--- src/rtl/sigmoid_taylor_pipe.sv ---
// Pipelined fixed-point sigmoid using a base-2 decomposition, with valid/ready flow control.
// Define SIGMOID_TAYLOR_QUAD_EN to add a second-order correction stage (latency 5 instead of 4).
`timescale 1ns/1ps
module sigmoid_taylor_pipe #(
    parameter int IW = 12,
    parameter int IF = 8,
    parameter int OW = 12
) (
    input  logic          clk,
    input  logic          rst,
    input  logic          in_valid,
    output logic          in_ready,
    input  logic [IW-1:0] x,
    output logic          out_valid,
    input  logic          out_ready,
    output logic [OW-1:0] f_x,
    output logic          f_sat
);

    localparam int UW = IW + 1;   // (|x| * 23) >> 4 never exceeds IW+1 bits
    localparam int NW = UW - IF;  // integer part n of t*log2(e)
    localparam int MW = IF + 1;   // mantissa m, Q1.IF
    localparam int YW = OW + 1;   // shifted mantissa before the final subtract
`ifdef SIGMOID_TAYLOR_QUAD_EN
    localparam int NST = 5;
`else
    localparam int NST = 4;
`endif

    logic en;
    assign en       = !out_valid || out_ready;
    assign in_ready = en;

    // One valid bit per stage; the whole pipe advances or stalls as a unit
    logic [NST-1:0] vld_reg;
    logic [NST-1:0] vld_next;

    genvar gi;
    generate
        for (gi = 0; gi < NST; gi++) begin : g_vld
            if (gi == 0) begin : g_head
                assign vld_next[gi] = in_valid;
            end else begin : g_tail
                assign vld_next[gi] = vld_reg[gi-1];
            end
        end
    endgenerate

    always_ff @(posedge clk) begin
        if (rst) begin
            vld_reg <= '0;
        end else if (en) begin
            vld_reg <= vld_next;
        end
    end

    assign out_valid = vld_reg[NST-1];

    // S1: sign and magnitude; -2^(IW-1) maps to 2^(IW-1) as an unsigned value
    logic          s1_sgn_reg;
    logic [IW-1:0] s1_abs_reg;
    logic [IW-1:0] s1_abs_next;

    assign s1_abs_next = x[IW-1] ? ((~x) + IW'(1)) : x;

    always_ff @(posedge clk) begin
        if (rst) begin
            s1_sgn_reg <= 1'b0;
            s1_abs_reg <= '0;
        end else if (en) begin
            s1_sgn_reg <= x[IW-1];
            s1_abs_reg <= s1_abs_next;
        end
    end

    // S2: u = |x| * 23/16 (~log2 e), split into integer n and fraction phi
    logic          s2_sgn_reg;
    logic [NW-1:0] s2_n_reg;
    logic [IF-1:0] s2_phi_reg;
    logic [UW-1:0] s2_u_next;

    assign s2_u_next = UW'(((IW+5)'(s1_abs_reg) * (IW+5)'(23)) >> 4);

    always_ff @(posedge clk) begin
        if (rst) begin
            s2_sgn_reg <= 1'b0;
            s2_n_reg   <= '0;
            s2_phi_reg <= '0;
        end else if (en) begin
            s2_sgn_reg <= s1_sgn_reg;
            s2_n_reg   <= s2_u_next[UW-1:IF];
            s2_phi_reg <= s2_u_next[IF-1:0];
        end
    end

    logic          pre_sgn;
    logic [NW-1:0] pre_n;
    logic [IF-1:0] pre_phi;
    logic [MW-1:0] s3_m;

`ifdef SIGMOID_TAYLOR_QUAD_EN
    // S3a: chord correction c = phi*(1-phi)/8 pulls the linear 2^-phi down to the curve
    logic          s3a_sgn_reg;
    logic [NW-1:0] s3a_n_reg;
    logic [IF-1:0] s3a_phi_reg;
    logic [IF-1:0] s3a_c_reg;
    logic [IF-1:0] s3a_c_next;

    assign s3a_c_next = IF'(((2*IF+1)'(s2_phi_reg)
                            * ((2*IF+1)'(1 << IF) - (2*IF+1)'(s2_phi_reg))) >> (IF + 3));

    always_ff @(posedge clk) begin
        if (rst) begin
            s3a_sgn_reg <= 1'b0;
            s3a_n_reg   <= '0;
            s3a_phi_reg <= '0;
            s3a_c_reg   <= '0;
        end else if (en) begin
            s3a_sgn_reg <= s2_sgn_reg;
            s3a_n_reg   <= s2_n_reg;
            s3a_phi_reg <= s2_phi_reg;
            s3a_c_reg   <= s3a_c_next;
        end
    end

    assign pre_sgn = s3a_sgn_reg;
    assign pre_n   = s3a_n_reg;
    assign pre_phi = s3a_phi_reg;
    assign s3_m    = MW'(1 << IF) - MW'(pre_phi >> 1) - MW'(s3a_c_reg);
`else
    assign pre_sgn = s2_sgn_reg;
    assign pre_n   = s2_n_reg;
    assign pre_phi = s2_phi_reg;
    assign s3_m    = MW'(1 << IF) - MW'(pre_phi >> 1);
`endif

    // S3: y = m * 2^-(n+1) scaled to OW fractional bits, truncating
    logic          s3_sgn_reg;
    logic [YW-1:0] s3_y_reg;
    logic [NW:0]   s3_sh;
    logic [YW-1:0] s3_y_next;

    assign s3_sh     = (NW+1)'(pre_n) + (NW+1)'(1);
    assign s3_y_next = (32'(s3_sh) > OW) ? '0 : ((YW'(s3_m) << (OW - IF)) >> s3_sh);

    always_ff @(posedge clk) begin
        if (rst) begin
            s3_sgn_reg <= 1'b0;
            s3_y_reg   <= '0;
        end else if (en) begin
            s3_sgn_reg <= pre_sgn;
            s3_y_reg   <= s3_y_next;
        end
    end

    // S4: positive inputs mirror around 1/2; y == 0 would give exactly 1.0, so clamp
    logic [OW-1:0] f_x_reg;
    logic          f_sat_reg;

    always_ff @(posedge clk) begin
        if (rst) begin
            f_x_reg   <= '0;
            f_sat_reg <= 1'b0;
        end else if (en) begin
            if (s3_sgn_reg) begin
                f_x_reg   <= OW'(s3_y_reg);
                f_sat_reg <= 1'b0;
            end else if (s3_y_reg == '0) begin
                f_x_reg   <= '1;
                f_sat_reg <= 1'b1;
            end else begin
                f_x_reg   <= OW'(YW'(1 << OW) - s3_y_reg);
                f_sat_reg <= 1'b0;
            end
        end
    end

    assign f_x   = f_x_reg;
    assign f_sat = f_sat_reg;

endmodule

--- config.mk ---
export PLATFORM = sky130hd
export DESIGN_NAME = sigmoid_taylor_pipe
export DESIGN_NICKNAME = d
export VERILOG_FILES = /design/src/rtl/sigmoid_taylor_pipe.sv
export SDC_FILE = /design/constraint.sdc
export NUM_CORES = 1
export LEC_CHECK = 0
export CAP_MARGIN = 25
export CELL_PAD_IN_SITES_DETAIL_PLACEMENT = 1
export CELL_PAD_IN_SITES_GLOBAL_PLACEMENT = 2
export CORE_MARGIN = 8
export CORE_UTILIZATION = 40
export CTS_BUF_LIST = sky130_fd_sc_hd__clkbuf_4 sky130_fd_sc_hd__clkbuf_8
export DETAILED_ROUTE_END_ITERATION = 8
export PLACE_DENSITY_LB_ADDON = 0.1
export SETUP_SLACK_MARGIN = 0.15
export SLEW_MARGIN = 10
export SYNTH_ARGS = -nofsm -noshare
export SYNTH_HDL_FRONTEND = slang
export SYNTH_SLANG_ARGS = --single-unit
--- constraint.sdc ---
create_clock -name clk -period 10.1 [get_ports clk]
set_clock_uncertainty 0.1 [all_clocks]
set_input_delay 1.515 -clock clk [delete_from_list [all_inputs] [get_ports clk]]
set_output_delay 1.515 -clock clk [all_outputs]
set_load 0.02 [all_outputs]
==> parameters.txt <==
Parameter                              Value

Run status
  Run status    finished, final reports clean

Final layout
  Proportion of layout cells with a drive suffix above 1    4.53%
  Final cell utilization of the core    45.6%
  # diodes    0
  Multi-input combinational cell area    2750 µm²
  Synthesis-to-layout area growth    11.7%
  Most used cells in the layout excluding fill and tap cells    58 x sky130_fd_sc_hd__nand2_1, 56 x sky130_fd_sc_hd__inv_1, 56 x sky130_fd_sc_hd__dfxtp_1, 42 x sky130_fd_sc_hd__nor2_1, 39 x sky130_fd_sc_hd__a21oi_1
  Most frequent standard cell in the layout excluding fill and tap cells    sky130_fd_sc_hd__nand2_1
  Sequential standard cell area    1120 µm²
  Final-layout fill cell count    1267
  Post-layout nets    598

Die
  Top-level port count    31
  X dimension of the die    118 µm
  Std cell rows    37
  DIE HEIGHT    118 µm
  Initial core utilization    40.8%
  Core footprint    10200 µm²
  Die footprint    14000 µm²

Run
  MaxCap Viol Count    0

Synth
  Top area cells in the synthesized netlist    sky130_fd_sc_hd__dfxtp_1 27%, sky130_fd_sc_hd__ha_1 11%, sky130_fd_sc_hd__fa_1 8.1%
  Post-synth top area share    26.8%
  Post-Syn Instances    514
  Mapped Nets    583
  Async SR Flop Fraction    0%
  Avg Cell Area, Syn    8.13 µm²
  Combined area of all synthesized cells    4180 µm²
  Leading area contributor after synthesis    sky130_fd_sc_hd__dfxtp_1
  Primary flip-flop cell chosen by synthesis mapping    sky130_fd_sc_hd__dfxtp_1
  Fraction of the yosys area taken by sequential cells    26.8%
  Synth unique cells    58
  Number of enable-type register cells in the synthesized netlist    0
  Number of flip-flops and latches in the synthesized netlist    56
  Syn. warnings    0

Timing
  Setup TNS    0 ns
  Period utilization    46.2%
  Highest Clock Rate    215 MHz
  Post-layout min period    4.66 ns
  Setup-violating endpoint count in the final report    0
  RSZ-0062 raised after global routing    no
  Slew @ Worst Pin    0.960 ns
  Rel. slew slack    35.8%
  Final-report hold violation count    0
  Max-slew violation count    0

Clock network
  Clock transition time at the flip-flop clock pins of the worst setup and hold paths    0.11 ns
  # hold bufs at CTS    0
  CTS sink count    56
  Number of buffers inserted by post-CTS setup repair    0
  Insertion delay of the later-clocked pin in the worst-skew pair    0.32 ns
  Number of CTS-inserted buffers    5
  Maximum level of the CTS H-tree    2
  Cell chosen for the clock root    sky130_fd_sc_hd__clkbuf_8
  CTS tree    yes
  Post-CTS resize count    0
  Bufs on Longest Clock Path    2

Critical path
  Slack of the worst reg-to-reg path    6.19 ns
  Critical path launch point type    input port
  Arrival time of data at the critical path endpoint    3.05 ns
  Required time worst endpoint    8.49 ns
  Kind of critical path    in -> out
  Peak fanout along the critical path    33
  Worst flop-to-flop path endpoint    pre_phi[7]$_SDFFE_PP0P_
  Critical path capture point type    primary output
  Launching point of the worst reg2reg path    s1_abs_reg[3]$_SDFFE_PP0P_
  Depth of the worst register-to-register path    12

Global route
  Number of antenna violations at the first check in global routing    0
  Total overflow reported by the global router    0
  GRT Resource Usage Total    15.1%
  Maximum number of pins on one net before global-route repair    58
  Via count of the first global-routing pass    3824
  Wire length of the first global-routing pass    17.9 mm

Placement
  Routability congestion estimate from global placement    0.823
  Number of buffers inserted by port buffering    30
  Total half-perimeter wirelength after legalization and detailed placement    8.14 mm

Detailed routing
  DRC viols    0
  Remaining number of nets flagged by the antenna check after routing    0
  Drt first-iter violations    135
  Number of vias in the routed layout    3655
  Average vias per placed instance    5.49
  Total length of routed wires    10.3 mm
  Mean routed wirelength per cell    15.5 µm
  Pre-Repair DR Iteration Count    5

Power and ir drop
  Leak Pwr    2.00 nW
  Worst IR drop on VDD    0.0000919 V
  PD cells    239 nW/µm²

Min path
  Min-delay src    s1_sgn_reg$_SDFFE_PP0P_
  Type of the tightest min-delay check    reg -> reg
  Hold worst-path end    s1_sgn_reg$_SDFFE_PP0P_
  Min-Delay Path Depth    2
-- cells in the mapped netlist (9+ instances only) --
cell	number
sky130_fd_sc_hd__inv_1	56
sky130_fd_sc_hd__nor2_1	42
sky130_fd_sc_hd__ha_1	36
sky130_fd_sc_hd__xnor2_1	16
sky130_fd_sc_hd__xor2_1	11
sky130_fd_sc_hd__nand3_1	10
sky130_fd_sc_hd__dfxtp_1	56
sky130_fd_sc_hd__nand2_1	58
sky130_fd_sc_hd__a31oi_1	9
sky130_fd_sc_hd__nor3_1	9
sky130_fd_sc_hd__o21ai_0	23
sky130_fd_sc_hd__a211oi_1	15
sky130_fd_sc_hd__clkbuf_1	19
sky130_fd_sc_hd__a21oi_1	39
sky130_fd_sc_hd__fa_1	17
-- final cells by class --
type	instances	area share (%)
clock buffer	5	1.48
clock inverter	3	0.483
inverter	56	4.51
multi-input combinational	377	59.0
sequential	56	24.0
tap	136	3.65
timing repair buffer	33	6.81
-- per-stage QoR --
stage	hold slack (ns)	total power [W]	worst slack, ns	area (µm²)	std cells
detailed placement	0.346	0.00100	5.45	4570	658
global route	0.388	0.00122	5.31	4660	666
CTS	0.362	0.00113	5.44	4660	666
finish	0.362	0.00111	5.44	4660	666
floorplan	0.332	0.000814	6.13	4180	514
global placement	0.339	0.000986	5.45	4570	658
-- metal layers --
layer / wire length [µm] / track usage (%) / part of all wire (%) / up-vias
met1: 4720 / 18.1 / 46 / 1777
met2: 5260 / 27.1 / 51 / 30
li1: - / - / - / 1835
met4: 172 / 4.80 / 1.7 / 0
met3: 171 / 2.05 / 1.7 / 13
met5: 0 / 0 / 0 / -
-- logic make-up (layout without fill, tap and decap cells) --
| family | Yosys count | count (layout) | share of synthesized area [%] |
|---|---|---|---|
| and+or+nand+nor | 150 | 150 | 16.9 |
| AOI/OAI and AO/OA | 139 | 139 | 21.9 |
| buffers and inverters | 81 | 97 | 7.31 |
| DFF | 56 | 56 | 26.8 |
| adders and majority gates | 53 | 53 | 18.9 |
| xor gates and xnor gates | 27 | 27 | 5.66 |
| muxes | 8 | 8 | 2.52 |
-- critical path: stages --
cell and delay, ns:
sky130_fd_sc_hd__clkdlybuf4s50_1 0.41, sky130_fd_sc_hd__nor2b_2 0.10, sky130_fd_sc_hd__buf_4 0.34, sky130_fd_sc_hd__inv_1 0.11, sky130_fd_sc_hd__clkdlybuf4s50_1 0.56
-- how the worst max path moves through the flow --
stage,startpoint,to,slack (ns),cells past startpoint
after floorplan,out_ready,in_ready,6.13,4
after global placement,out_ready,in_ready,5.45,5
after detailed placement,out_ready,in_ready,5.45,5
after CTS,out_ready,in_ready,5.44,5
after global routing,out_ready,in_ready,5.31,5
final,out_ready,in_ready,5.44,5
-- power breakdown --
part	switching, W	internal [W]
logic	0.000338	0.000284
clock network	0.0000779	0.0000499
registers	0.0000831	0.000282
total	0.000499	0.000615
No activity file was read; power rests on OpenSTA's default activity.
